**config.mk**
```make
export PLATFORM = sky130hd
export DESIGN_NAME = rtc_date_reader
export DESIGN_NICKNAME = d
export VERILOG_FILES = /design/src/rtl/rtc_date_reader.sv
export SDC_FILE = /design/constraint.sdc
export NUM_CORES = 1
export LEC_CHECK = 0
export BUFFER_PORTS_ARGS = -buffer_cell sky130_fd_sc_hd__buf_4
export CAP_MARGIN = 20
export CORE_MARGIN = 2
export CORE_UTILIZATION = 35
export CTS_BUF_LIST = sky130_fd_sc_hd__clkbuf_8
export DETAILED_ROUTE_END_ITERATION = 6
export PLACE_DENSITY = 0.56
export RECOVER_POWER = 25
export SYNTH_ARGS = -nofsm -noshare
export SYNTH_HDL_FRONTEND = slang
export SYNTH_SLANG_ARGS = --single-unit
```
**constraint.sdc**
```tcl
create_clock -name clk -period 4.4 [get_ports clk]
set_input_delay 0.66 -clock clk [delete_from_list [all_inputs] [get_ports clk]]
set_output_delay 0.66 -clock clk [all_outputs]
set_load 0.02 [all_outputs]
```
**src/rtl/rtc_date_reader.sv**
```systemverilog
// Reads the day, month and year BCD bytes from the RTC over its multiplexed address/data bus.
// The display registers change only after a complete burst in which every fetched nibble is valid BCD.
module rtc_date_reader #(
  parameter int          PW         = 4,
  parameter int          GAP        = 2,
  parameter int          REFRESH    = 50000,
  parameter logic [7:0]  ADDR_DAY   = 8'h24,
  parameter logic [7:0]  ADDR_MONTH = 8'h25,
  parameter logic [7:0]  ADDR_YEAR  = 8'h26
) (
  input  logic       clk,
  input  logic       reset,
  input  logic       start,
  input  logic [7:0] ad_in,
  output logic [7:0] ad_out,
  output logic       ad_oe,
  output logic       cs_n,
  output logic       ad_sel,
  output logic       wr_n,
  output logic       rd_n,
  output logic [7:0] fecha_day,
  output logic [7:0] fecha_month,
  output logic [7:0] fecha_year,
  output logic       date_valid,
  output logic       busy,
  output logic       done,
  output logic       bcd_err
);

  localparam int             RW       = (REFRESH > 2) ? $clog2(REFRESH) : 1;
  localparam logic [RW-1:0]  REF_LAST = RW'((REFRESH > 0) ? REFRESH - 1 : 0);
  localparam logic [3:0]     PW_LAST  = 4'(PW - 1);
  localparam logic [3:0]     GAP_LAST = 4'(GAP - 1);

  typedef enum logic [2:0] {IDLE, ADDR, GAP_A, DATA, GAP_D, COMMIT} state_t;

  state_t        state;
  logic [3:0]    ph_cnt;
  logic [1:0]    idx;
  logic [RW-1:0] ref_cnt;
  logic [7:0]    shadow_day, shadow_month, shadow_year;
  logic          trigger;

  function automatic logic bcd_ok(input logic [7:0] b);
    return (b[7:4] <= 4'd9) && (b[3:0] <= 4'd9);
  endfunction

  function automatic logic [7:0] addr_of(input logic [1:0] i);
    case (i)
      2'd0:    return ADDR_DAY;
      2'd1:    return ADDR_MONTH;
      default: return ADDR_YEAR;
    endcase
  endfunction

  assign trigger = start || ((REFRESH != 0) && (ref_cnt == REF_LAST));

  // Strobes are set on the edge that enters a phase, so each output is stable for the whole phase.
  always_ff @(posedge clk) begin
    if (reset) begin
      state       <= IDLE;
      ph_cnt      <= 4'd0;
      idx         <= 2'd0;
      ref_cnt     <= '0;
      ad_out      <= 8'h00;
      ad_oe       <= 1'b0;
      cs_n        <= 1'b1;
      ad_sel      <= 1'b0;
      wr_n        <= 1'b1;
      rd_n        <= 1'b1;
      fecha_day   <= 8'h00;
      fecha_month <= 8'h00;
      fecha_year  <= 8'h00;
      date_valid  <= 1'b0;
      busy        <= 1'b0;
      done        <= 1'b0;
      bcd_err     <= 1'b0;
    end else begin
      done    <= 1'b0;
      bcd_err <= 1'b0;
      ph_cnt  <= ph_cnt + 4'd1;
      case (state)
        IDLE: begin
          if (trigger) begin
            ref_cnt <= '0;
            idx     <= 2'd0;
            ph_cnt  <= 4'd0;
            state   <= ADDR;
            busy    <= 1'b1;
            cs_n    <= 1'b0;
            wr_n    <= 1'b0;
            ad_oe   <= 1'b1;
            ad_sel  <= 1'b0;
            ad_out  <= ADDR_DAY;
          end else begin
            ref_cnt <= ref_cnt + RW'(1);
          end
        end
        ADDR: begin
          if (ph_cnt == PW_LAST) begin
            ph_cnt <= 4'd0;
            state  <= GAP_A;
            cs_n   <= 1'b1;
            wr_n   <= 1'b1;
            ad_oe  <= 1'b0;
          end
        end
        GAP_A: begin
          if (ph_cnt == GAP_LAST) begin
            ph_cnt <= 4'd0;
            state  <= DATA;
            cs_n   <= 1'b0;
            ad_sel <= 1'b1;
            rd_n   <= 1'b0;
          end
        end
        DATA: begin
          if (ph_cnt == PW_LAST) begin
            ph_cnt <= 4'd0;
            state  <= GAP_D;
            cs_n   <= 1'b1;
            rd_n   <= 1'b1;
            ad_sel <= 1'b0;
          end
        end
        GAP_D: begin
          if (ph_cnt == GAP_LAST) begin
            ph_cnt <= 4'd0;
            if (idx == 2'd2) begin
              state <= COMMIT;
            end else begin
              idx    <= idx + 2'd1;
              state  <= ADDR;
              cs_n   <= 1'b0;
              wr_n   <= 1'b0;
              ad_oe  <= 1'b1;
              ad_out <= addr_of(idx + 2'd1);
            end
          end
        end
        COMMIT: begin
          state <= IDLE;
          busy  <= 1'b0;
          done  <= 1'b1;
          if (bcd_ok(shadow_day) && bcd_ok(shadow_month) && bcd_ok(shadow_year)) begin
            fecha_day   <= shadow_day;
            fecha_month <= shadow_month;
            fecha_year  <= shadow_year;
            date_valid  <= 1'b1;
          end else begin
            bcd_err <= 1'b1;
          end
        end
        default: state <= IDLE;
      endcase
    end
  end

  // Shadow bytes are pure data; a stale value is never published because COMMIT follows three fresh captures.
  always_ff @(posedge clk) begin
    if (state == DATA && ph_cnt == PW_LAST) begin
      case (idx)
        2'd0:    shadow_day   <= ad_in;
        2'd1:    shadow_month <= ad_in;
        default: shadow_year  <= ad_in;
      endcase
    end
  end

endmodule

```
==> flow_summary.ini <==
[sta]
final-hold-violation-count = 0
finalCriticalPeriod_ns = 2.51
tightestPinTransition_ns = 0.919
rsz0062_at_grt = false
finalCritPeriodShare = 0.570
whs_ns = 0.451
skew_ns = 0.0106
setup_tns_ns = 0
fmax_mhz = 399
setup_viol = 0
slew_violations = 0
slew_headroom = 0.384

[floorplan]
die_y_um = 105
initial_utilization = 0.363
dieWidth_um = 105
die-area_mm2 = 0.0110
ios = 52
coreArea_mm2 = 0.00986
rows = 36

[synthesis]
ys_ff_latch = 84
synth_edf_count = 24
synth_seq_area_share = 0.537
yosys.area_share.simple = 0.202
synth_compound_area_frac = 0.0885
synth_fa_ha_area_frac = 0.0245
synthCells = 334
synth.area.mux_share = 0.0728
netlist_area_mm2 = 0.00358
syn_area_per_cell_um2 = 10.7
synth_top_family_by_area = simple AND/OR/NAND/NOR gates
synthArstFlopShare = 0
synth-xor-area-share = 0.0343
synth.distinct_cells = 49
synth_flop_cell = dfxtp_1
ys_warn_count = 0

[cells_and_area]
layout_commonest_cell = dfxtp_1
nNetsFinal = 394
syn2layout_area_growth_pct = 15.7
final_cell_area_mm2 = 0.00414
n_antenna_cell = 0
layout_common_cells = dfxtp_1 (60), nand2b_1 (51), buf_4 (30), mux2i_1 (26), edfxtp_1 (24)
fillers = 1012
drive_gt1_frac = 0.142

[routing]
route.detailed.drc = 0
drt_iter0_drc = 81
wl_per_cell_um = 13.6
firstDrtPassIters = 4
avgViaCountPerCell = 4.83
vias = 2481
ant_nets = 0
wirelength_mm = 7.00

[power_and_ir_drop]
p_sw_mw = 0.459
vdd_drop_max_mv = 0.208
combPwrFrac = 0.145
switching_share = 0.285
seq_power_share = 0.534
p_clk_frac = 0.321
p_per_area_mw_per_mm2 = 389
internal-power_mw = 1.15
leakagePower_nw = 1.40

[clock_network]
cts_tree = built
numCtsBuffers = 9
post_cts_buffers = 0
cts_hold_buf = 0
clock_latency_ns = 0.35
cts.sink_count = 84
clk_path_buf_depth = 2
h-tree-depth = 3
clock-root-buffer = clkbuf_8
clk_pin_slew_worst_paths_ns = 0.09
cts_resized = 0

[placed_design]
placed_area_mm2 = 0.00401
io_buffers = 47
place_congestion = 0.825
hpwl_mm = 4.86

[grt]
antenna_found_initial = 0
grt_overflow = 0
first_global_vias = 2380
grt_max_degree = 73
grt_pass1_wl_mm = 11.8
grt.total_usage = 0.133

[critical_path]
cp_max_fo = 13
required_ns = 4.68
worstSetupStartpointType = flip-flop
arrival_ns = 2.78
worstSetupPathType = flip-flop to flip-flop
endpoint_kind = flip-flop

[flow_run]
cap_violations = 0

[status]
outcome = complete, no violations

[worst_hold_path]
hold_path_class = flip-flop to flip-flop
## Yosys cell counts, types with 5 or more instances
library cell / count / share of area
nand4_1: 5 / 0.0087
ha_1: 7 / 0.024
clkbuf_1: 12 / 0.013
mux2i_1: 26 / 0.073
o21ai_0: 10 / 0.014
nand3_1: 7 / 0.0098
buf_4: 6 / 0.013
edfxtp_1: 24 / 0.20
xnor2_1: 12 / 0.029
inv_1: 10 / 0.010
dfxtp_1: 60 / 0.34
nand2b_1: 51 / 0.089
nor2_1: 15 / 0.016
a21oi_1: 10 / 0.014
nand2_1: 11 / 0.012
nor3_1: 10 / 0.014
nor4_1: 6 / 0.010
or3_1: 5 / 0.0087
## flip-flops by register name (all words and copies together) (netlist names), 2 cells and up
name          cells
ph_cnt            4
state             3
shadow_day        8
fecha_year        8
idx               2
ad_out            2
shadow_month      8
fecha_day         8
ref_cnt          16
shadow_year       8
fecha_month       8
## per-stage QoR
stage	util	setup WS [ns]	total power, mW	instances
5_1_grt	0.419	1.75	1.69	514
4_1_cts	0.426	1.55	1.64	513
3_3_place_gp	0.407	1.71	1.12	497
6_report	0.419	1.89	1.61	514
2_1_floorplan	-	2.00	1.05	337
3_5_place_dp	0.407	1.53	1.12	497
## metal layers
layer  share of wire  global-route usage  up-vias
met5               0                   0        -
met1            0.48               0.175     1166
met4           0.013              0.0514        0
met3           0.034              0.0306        7
met2            0.48               0.212       54
li1                -                   -     1254
## layout make-up
class                   count  area (um2)  share of cell area
clock buffers              10         138              0.0333
clock inverters             6        46.3              0.0112
well taps                 133         166              0.0402
repair buffers             49         300              0.0726
multi-input cells         222        1530               0.369
flip-flops and latches     84        1920               0.464
inverters                  10        37.5             0.00907
## cells by family (layout without fill, tap and decap cells)
| kind of cell | Yosys count | after routing |
|---|---|---|
| and+or+nand+nor | 125 | 125 |
| DFF | 84 | 84 |
| AOI/OAI and AO/OA | 46 | 46 |
| buffers and inverters | 31 | 75 |
| muxes | 26 | 26 |
| xor gates and xnor gates | 14 | 14 |
| adders and majority gates | 7 | 7 |
| other | 1 | 4 |
## critical path, cell delays in order (launching register included)
cell     delay [ns]
dfxtp_1        0.44
or4b_1         0.76
or4_4          0.60
or4_1          0.48
a21oi_1        0.15
## power groups by stage
stage               combinational, mW  sequential [mW]  clock, mW
floorplan                       0.175            0.877          0
global placement                0.242            0.876          0
detailed placement              0.243            0.879          0
CTS                             0.245            0.860      0.534
global route                    0.259            0.866      0.570
finish                          0.234            0.861      0.517
## worst paths after layout
path              startpoint     endpoint  slack [ns]  depth (start not counted)
hold reg to reg        ad_oe        ad_oe        0.45                          2
setup / recovery    state[2]  ref_cnt[15]        1.89                          4
setup reg to reg    state[2]  ref_cnt[15]        1.89                          4
hold / removal         ad_oe        ad_oe        0.45                          2
No activity file was read; power rests on OpenSTA's default activity.
